<file path="src/rtl/branch_predictor_if.sv">
// Fetch-side prediction and execute-side resolution signals of the branch predictor.
// The predictor connects through the slave modport and the core pipeline through the master modport.
interface branch_predictor_if #(
    parameter int XLEN     = 32,
    parameter int PHT_BITS = 6
);
    logic [XLEN-1:0]     pred_pc;
    logic                pred_taken;
    logic [XLEN-1:0]     pred_target;
    logic [PHT_BITS-1:0] pred_idx;

    logic                upd_valid;
    logic [XLEN-1:0]     upd_pc;
    logic [PHT_BITS-1:0] upd_idx;
    logic                upd_is_branch;
    logic                upd_is_jal;
    logic [2:0]          upd_func3;
    logic                upd_eq;
    logic                upd_lt;
    logic [XLEN-1:0]     upd_target;
    logic                upd_pred_taken;
    logic [XLEN-1:0]     upd_pred_target;
    logic                upd_taken;
    logic                mispredict;
    logic [XLEN-1:0]     redirect_pc;

    modport master (
        output pred_pc, upd_valid, upd_pc, upd_idx, upd_is_branch, upd_is_jal,
               upd_func3, upd_eq, upd_lt, upd_target, upd_pred_taken, upd_pred_target,
        input  pred_taken, pred_target, pred_idx, upd_taken, mispredict, redirect_pc
    );

    modport slave (
        input  pred_pc, upd_valid, upd_pc, upd_idx, upd_is_branch, upd_is_jal,
               upd_func3, upd_eq, upd_lt, upd_target, upd_pred_taken, upd_pred_target,
        output pred_taken, pred_target, pred_idx, upd_taken, mispredict, redirect_pc
    );
endinterface

</file>
<file path="src/rtl/branch_predictor.sv">
// Gshare PHT + direct-mapped BTB predictor with execute-stage resolution and training.
// Prediction and resolution are combinational (0 cycles); tables update at the clock edge; no backpressure.
module branch_predictor #(
    parameter int XLEN     = 32,
    parameter int PHT_BITS = 6,
    parameter int GHR_BITS = 4,
    parameter int BTB_BITS = 4
) (
    input  logic                i_clk,
    input  logic                i_rst,
    branch_predictor_if.slave   bp
);
    localparam int PHT_N = 1 << PHT_BITS;
    localparam int BTB_N = 1 << BTB_BITS;
    localparam int TAG_W = XLEN - BTB_BITS - 2;
    localparam int GW    = (GHR_BITS > 0) ? GHR_BITS : 1;

    logic [1:0]       pht        [PHT_N];
    logic             btb_valid  [BTB_N];
    logic [TAG_W-1:0] btb_tag    [BTB_N];
    logic [XLEN-1:0]  btb_target [BTB_N];
    logic             btb_jal    [BTB_N];
    logic [GW-1:0]    ghr;

    logic [PHT_BITS-1:0] hist;
    logic [PHT_BITS-1:0] pidx;
    logic [BTB_BITS-1:0] pbidx;
    logic [TAG_W-1:0]    ptag;
    logic                hit;

    generate
        if (GHR_BITS > 0) begin : g_hist
            assign hist = PHT_BITS'(ghr);
        end else begin : g_bimodal
            assign hist = '0;
        end
    endgenerate

    assign pidx  = bp.pred_pc[PHT_BITS+1:2] ^ hist;
    assign pbidx = bp.pred_pc[BTB_BITS+1:2];
    assign ptag  = bp.pred_pc[XLEN-1:BTB_BITS+2];
    assign hit   = btb_valid[pbidx] && (btb_tag[pbidx] == ptag);

    // A JAL entry in the BTB is unconditional; branches still consult the counter.
    assign bp.pred_taken  = hit & (btb_jal[pbidx] | pht[pidx][1]);
    assign bp.pred_target = hit ? btb_target[pbidx] : '0;
    assign bp.pred_idx    = pidx;

    logic                legal;
    logic                br_taken;
    logic                is_jal;
    logic                is_br;
    logic                taken;
    logic [BTB_BITS-1:0] ubidx;
    logic [TAG_W-1:0]    utag;

    always_comb begin
        legal    = 1'b0;
        br_taken = 1'b0;
        case (bp.upd_func3)
            3'b000:         begin legal = 1'b1; br_taken = bp.upd_eq;  end
            3'b001:         begin legal = 1'b1; br_taken = ~bp.upd_eq; end
            3'b100, 3'b110: begin legal = 1'b1; br_taken = bp.upd_lt;  end
            3'b101, 3'b111: begin legal = 1'b1; br_taken = ~bp.upd_lt; end
            default:        begin legal = 1'b0; br_taken = 1'b0;       end
        endcase
    end

    // JAL takes precedence when both instruction-class flags are raised.
    assign is_jal = bp.upd_valid & bp.upd_is_jal;
    assign is_br  = bp.upd_valid & bp.upd_is_branch & ~bp.upd_is_jal;
    assign taken  = is_jal | (is_br & legal & br_taken);
    assign ubidx  = bp.upd_pc[BTB_BITS+1:2];
    assign utag   = bp.upd_pc[XLEN-1:BTB_BITS+2];

    assign bp.upd_taken   = taken;
    assign bp.mispredict  = bp.upd_valid & (bp.upd_is_branch | bp.upd_is_jal) &
                            ((taken != bp.upd_pred_taken) |
                             (taken & (bp.upd_target != bp.upd_pred_target)));
    assign bp.redirect_pc = taken ? bp.upd_target : bp.upd_pc + XLEN'(4);

    always_ff @(posedge i_clk) begin
        if (i_rst) begin
            for (int i = 0; i < PHT_N; i++) begin
                pht[i] <= 2'b01;
            end
            for (int i = 0; i < BTB_N; i++) begin
                btb_valid[i]  <= 1'b0;
                btb_tag[i]    <= '0;
                btb_target[i] <= '0;
                btb_jal[i]    <= 1'b0;
            end
            ghr <= '0;
        end else begin
            if (is_br && legal) begin
                if (br_taken && pht[bp.upd_idx] != 2'b11) begin
                    pht[bp.upd_idx] <= pht[bp.upd_idx] + 2'd1;
                end else if (!br_taken && pht[bp.upd_idx] != 2'b00) begin
                    pht[bp.upd_idx] <= pht[bp.upd_idx] - 2'd1;
                end
                if (GHR_BITS > 0) begin
                    ghr <= (ghr << 1) | GW'(br_taken);
                end
            end
            if (taken) begin
                btb_valid[ubidx]  <= 1'b1;
                btb_tag[ubidx]    <= utag;
                btb_target[ubidx] <= bp.upd_target;
                btb_jal[ubidx]    <= is_jal;
            end
        end
    end

    logic unused_pc_bits;
    assign unused_pc_bits = ^bp.pred_pc[1:0];
endmodule

</file>
<file path="src/flat_wrapper.sv">
// flat-port wrapper written by rule: the top's interface ports become plain ports
module branch_predictor_flat 
#(
    parameter int XLEN     = 32,
    parameter int PHT_BITS = 6,
    parameter int GHR_BITS = 4,
    parameter int BTB_BITS = 4
)
  (i_clk, i_rst, bp_pred_pc, bp_upd_valid, bp_upd_pc, bp_upd_idx, bp_upd_is_branch, bp_upd_is_jal, bp_upd_func3, bp_upd_eq, bp_upd_lt, bp_upd_target, bp_upd_pred_taken, bp_upd_pred_target, bp_pred_taken, bp_pred_target, bp_pred_idx, bp_upd_taken, bp_mispredict, bp_redirect_pc);
  branch_predictor_if #(.XLEN(XLEN), .PHT_BITS(PHT_BITS)) bp_i ();
  input  logic i_clk;
  input  logic i_rst;
  input wire logic [$bits(bp_i.pred_pc)-1:0] bp_pred_pc;
  input wire logic [$bits(bp_i.upd_valid)-1:0] bp_upd_valid;
  input wire logic [$bits(bp_i.upd_pc)-1:0] bp_upd_pc;
  input wire logic [$bits(bp_i.upd_idx)-1:0] bp_upd_idx;
  input wire logic [$bits(bp_i.upd_is_branch)-1:0] bp_upd_is_branch;
  input wire logic [$bits(bp_i.upd_is_jal)-1:0] bp_upd_is_jal;
  input wire logic [$bits(bp_i.upd_func3)-1:0] bp_upd_func3;
  input wire logic [$bits(bp_i.upd_eq)-1:0] bp_upd_eq;
  input wire logic [$bits(bp_i.upd_lt)-1:0] bp_upd_lt;
  input wire logic [$bits(bp_i.upd_target)-1:0] bp_upd_target;
  input wire logic [$bits(bp_i.upd_pred_taken)-1:0] bp_upd_pred_taken;
  input wire logic [$bits(bp_i.upd_pred_target)-1:0] bp_upd_pred_target;
  output wire logic [$bits(bp_i.pred_taken)-1:0] bp_pred_taken;
  output wire logic [$bits(bp_i.pred_target)-1:0] bp_pred_target;
  output wire logic [$bits(bp_i.pred_idx)-1:0] bp_pred_idx;
  output wire logic [$bits(bp_i.upd_taken)-1:0] bp_upd_taken;
  output wire logic [$bits(bp_i.mispredict)-1:0] bp_mispredict;
  output wire logic [$bits(bp_i.redirect_pc)-1:0] bp_redirect_pc;
  assign bp_i.pred_pc = bp_pred_pc;
  assign bp_i.upd_valid = bp_upd_valid;
  assign bp_i.upd_pc = bp_upd_pc;
  assign bp_i.upd_idx = bp_upd_idx;
  assign bp_i.upd_is_branch = bp_upd_is_branch;
  assign bp_i.upd_is_jal = bp_upd_is_jal;
  assign bp_i.upd_func3 = bp_upd_func3;
  assign bp_i.upd_eq = bp_upd_eq;
  assign bp_i.upd_lt = bp_upd_lt;
  assign bp_i.upd_target = bp_upd_target;
  assign bp_i.upd_pred_taken = bp_upd_pred_taken;
  assign bp_i.upd_pred_target = bp_upd_pred_target;
  assign bp_pred_taken = bp_i.pred_taken;
  assign bp_pred_target = bp_i.pred_target;
  assign bp_pred_idx = bp_i.pred_idx;
  assign bp_upd_taken = bp_i.upd_taken;
  assign bp_mispredict = bp_i.mispredict;
  assign bp_redirect_pc = bp_i.redirect_pc;
  branch_predictor #(.XLEN(XLEN), .PHT_BITS(PHT_BITS), .GHR_BITS(GHR_BITS), .BTB_BITS(BTB_BITS)) u_core (.i_clk(i_clk), .i_rst(i_rst), .bp(bp_i));
endmodule
</file>
<file path="config.mk">
export PLATFORM = sky130hd
export DESIGN_NAME = branch_predictor_flat
export DESIGN_NICKNAME = d
export VERILOG_FILES = /design/src/rtl/branch_predictor_if.sv /design/src/rtl/branch_predictor.sv /design/src/flat_wrapper.sv
export SDC_FILE = /design/constraint.sdc
export NUM_CORES = 2
export LEC_CHECK = 0
export BUFFER_PORTS_ARGS = -buffer_cell sky130_fd_sc_hd__buf_2
export CORE_MARGIN = 3
export CORE_UTILIZATION = 57
export DETAILED_ROUTE_END_ITERATION = 8
export HOLD_SLACK_MARGIN = 0.08
export PLACE_DENSITY = 0.85
export SKIP_LAST_GASP = 1
export SLEW_MARGIN = 40
export SYNTH_ARGS = -nofsm -noshare
export SYNTH_HDL_FRONTEND = slang
export SYNTH_SLANG_ARGS = --single-unit
export TNS_END_PERCENT = 1
</file>
<file path="constraint.sdc">
create_clock -name i_clk -period 17.02 [get_ports i_clk]
set_clock_uncertainty 0.2 [all_clocks]
set_input_delay 0.851 -clock i_clk [delete_from_list [all_inputs] [get_ports i_clk]]
set_output_delay 0.851 -clock i_clk [all_outputs]
set_load 0.05 [all_outputs]
</file>
==> results.cfg <==
[sta]
fmax_ghz = 0.144
finalSetupViolations = 0
min_period_ns = 6.93
finalCritPeriodShare_pct = 40.7
hold_viol_final = 0
finalMaxSlewViolations = 0
slew_headroom_pct = 36.9
tightest_slew_ns = 0.947
rsz0062_at_grt = no
tns_ns = 0

[final_layout]
fin_nets = 3875
nFillCells = 6010
area_delta_synth_final_pct = 10.4
drive_gt1_share_pct = 20.4
final_cell_area_sq_mm = 0.0579
fin_util_pct = 63.9

[worst_setup_path]
crit_buf_inv = 5
startpoint = bp_pred_pc[3]
crit_arrival_ns = 5.88
r2r_setup_slack_ns = 12.93
critPathRequiredTime_ns = 15.97
crit_chain = clkbuf_8, buf_4, buf_4, mux2_2, o22ai_1, a221oi_1, xor2_1, a211o_1, or4_4, nor3_4, buf_4, and3_1, buf_2
cp_common_cell = buf_4
path_class = input pin to output port
startpoint_type = input pin
endpoint_kind = output port
crit_family = buffers and inverters
crit_slowest_cell = buf_4
timing.rr.start = u_core.pht[10][0]
critical_path.max_stage_delay_ns = 0.76
cp_max_fo = 50

[die]
die_x_um = 309
io_pins = 218
die-area_sq_mm = 0.0957
core_sq_mm = 0.0906
core.rowCount = 110
start_util_pct = 57.9
fp.dieH_um = 309

[global_routing]
track_usage_pct = 32.6
grt_pass1_wl_um = 226000
grt_overflow = 0
grt_max_degree = 109
grt_pass1_vias = 34800
antenna_found_initial = 19

[drt]
dr.pass1.iters = 6
first_iter_violations = 5927
avgRoutedWirePerCell_um = 31.2
antenna_left = 0
vias = 34700
drc = 0
wl_um = 156000
viasPerCell = 6.93

[yosys]
synth_most_common_cell = edfxtp_1
synth.avg_cell_area_sq_um = 14.2
synth_top_area_share_pct = 61.4
synth_nets = 3842
ys.flop_type = edfxtp_1
yosysUniqueCellTypes = 66
yosys-top-cells-count = edfxtp_1 (1072), and2_1 (700), and3_1 (279)
yosysWarnings = 0
yosysTopAreaCell = edfxtp_1
ys_seq_area_share_pct = 62.1
netlist_area_sq_mm = 0.0524
synth-edff-count = 1072
syn_inst = 3693
synthArstFlopShare_pct = 0
synth_area_leaders = edfxtp_1 (61%), mux4_2 (11%), and2_1 (8.4%), and3_1 (3.3%), clkbuf_1 (1.9%)
ys_ff_latch = 1092

[min_path]
hold_path.class = flip-flop to flip-flop
hold_start = u_core.btb_valid[12]

[place]
post_dp_cell_area_sq_mm = 0.0543
io_buffer_count = 215
place_hpwl_um = 87600
gp_congestion = 0.876

[clock_tree]
cts_max_level = 3
cts_sinks = 1092
numCtsBuffers = 107
cts_resized = 0
clkLatencyLatePin_ns = 0.72
cts_root_buf = clkbuf_16
ctsHoldBuffers = 0
clk_path_buf_depth = 3
clk_pin_slew_ns = 0.06
tritoncts = built
post_cts_buffers = 0

[power]
ir_worst_vdd_v = 0.0000899
finalPower_uw = 6090
powerDensity_mw_per_mm2 = 105
leakage_uw = 0.0210

[outcome]
status = finished, final reports clean

[flow_run]
maxCapViolCount = 0
==> where the power goes <==
part	total, uW	switching (uW)	internal, uW
sequential	3130	44.4	3080
clock	2350	1040	1310
combinational	612	408	204
==> final timing paths <==
check | to | cells after the start
max | bp_pred_target[28] | 13
min | u_core.btb_valid[12] | 1
max reg2reg | u_core.pht[28][0] | 9
min reg2reg | u_core.btb_valid[12] | 1
==> registers in the layout, summed over array words and instances, names as in the netlist <==
| name | flops |
|---|---|
| u_core.btb_target | 512 |
| u_core.btb_tag | 416 |
| u_core.pht | 128 |
| u_core.btb_jal | 16 |
| u_core.btb_valid | 16 |
| u_core.ghr | 4 |
==> cells in the final DEF, fill, tap and decap left out, types with 20 or more instances in the layout <==
cell,synthesis,layout
nand2_1,191,181
and3_1,279,271
nand3_1,99,99
xnor2_1,59,59
mux2i_1,98,98
mux4_2,260,260
buf_2,61,211
o21ai_0,110,107
clkbuf_1,263,28
mux2_2,27,27
dfxtp_1,20,20
and2_1,700,699
clkinv_1,2,27
clkbuf_16,0,108
xor2_1,53,52
clkinv_2,0,21
buf_4,14,46
edfxtp_1,1072,1072
nor2_1,125,115
==> layout make-up <==
class,count,area [sq um],area share (%)
tap,1176,1470,2.54
multi-input combinational,2226,18500,31.9
clock inverter,63,598,1.03
inverter,11,41.3,0.0713
timing repair buffer,288,1850,3.19
antenna,12,30.0,0.0519
sequential,1092,32600,56.3
clock buffer,140,2860,4.94
==> routing by layer <==
metal | up-vias | share of wire [%] | global-route usage (%)
met5 | - | 0.026 | 0
met4 | 6 | 5.9 | 18.3
met3 | 578 | 15 | 9.82
met2 | 3189 | 47 | 51.0
met1 | 17100 | 32 | 41.0
li1 | 13800 | - | -
==> metrics by stage <==
stage                     worst slack (ns)  cells  hold WS, ns
after floorplan                       9.98   3693        0.225
after global placement               10.05   4785        0.231
after detailed placement             10.14   4791        0.238
after CTS                            10.12   4994        0.253
after global routing                  9.91   5005        0.274
final                                10.09   5008        0.253
==> cells by family (layout without fill, tap and decap cells) <==
group	after synthesis	count (layout)	synth area share, %
compound gates	234	234	2.85
xor+xnor	112	112	1.87
fa+ha+maj	4	4	0.0954
buf+inv	375	502	3.09
flops	1092	1092	62.1
mux	391	391	13.9
other cells	0	12	0
simple gates	1485	1485	16.1
No activity file was read; power rests on OpenSTA's default activity.
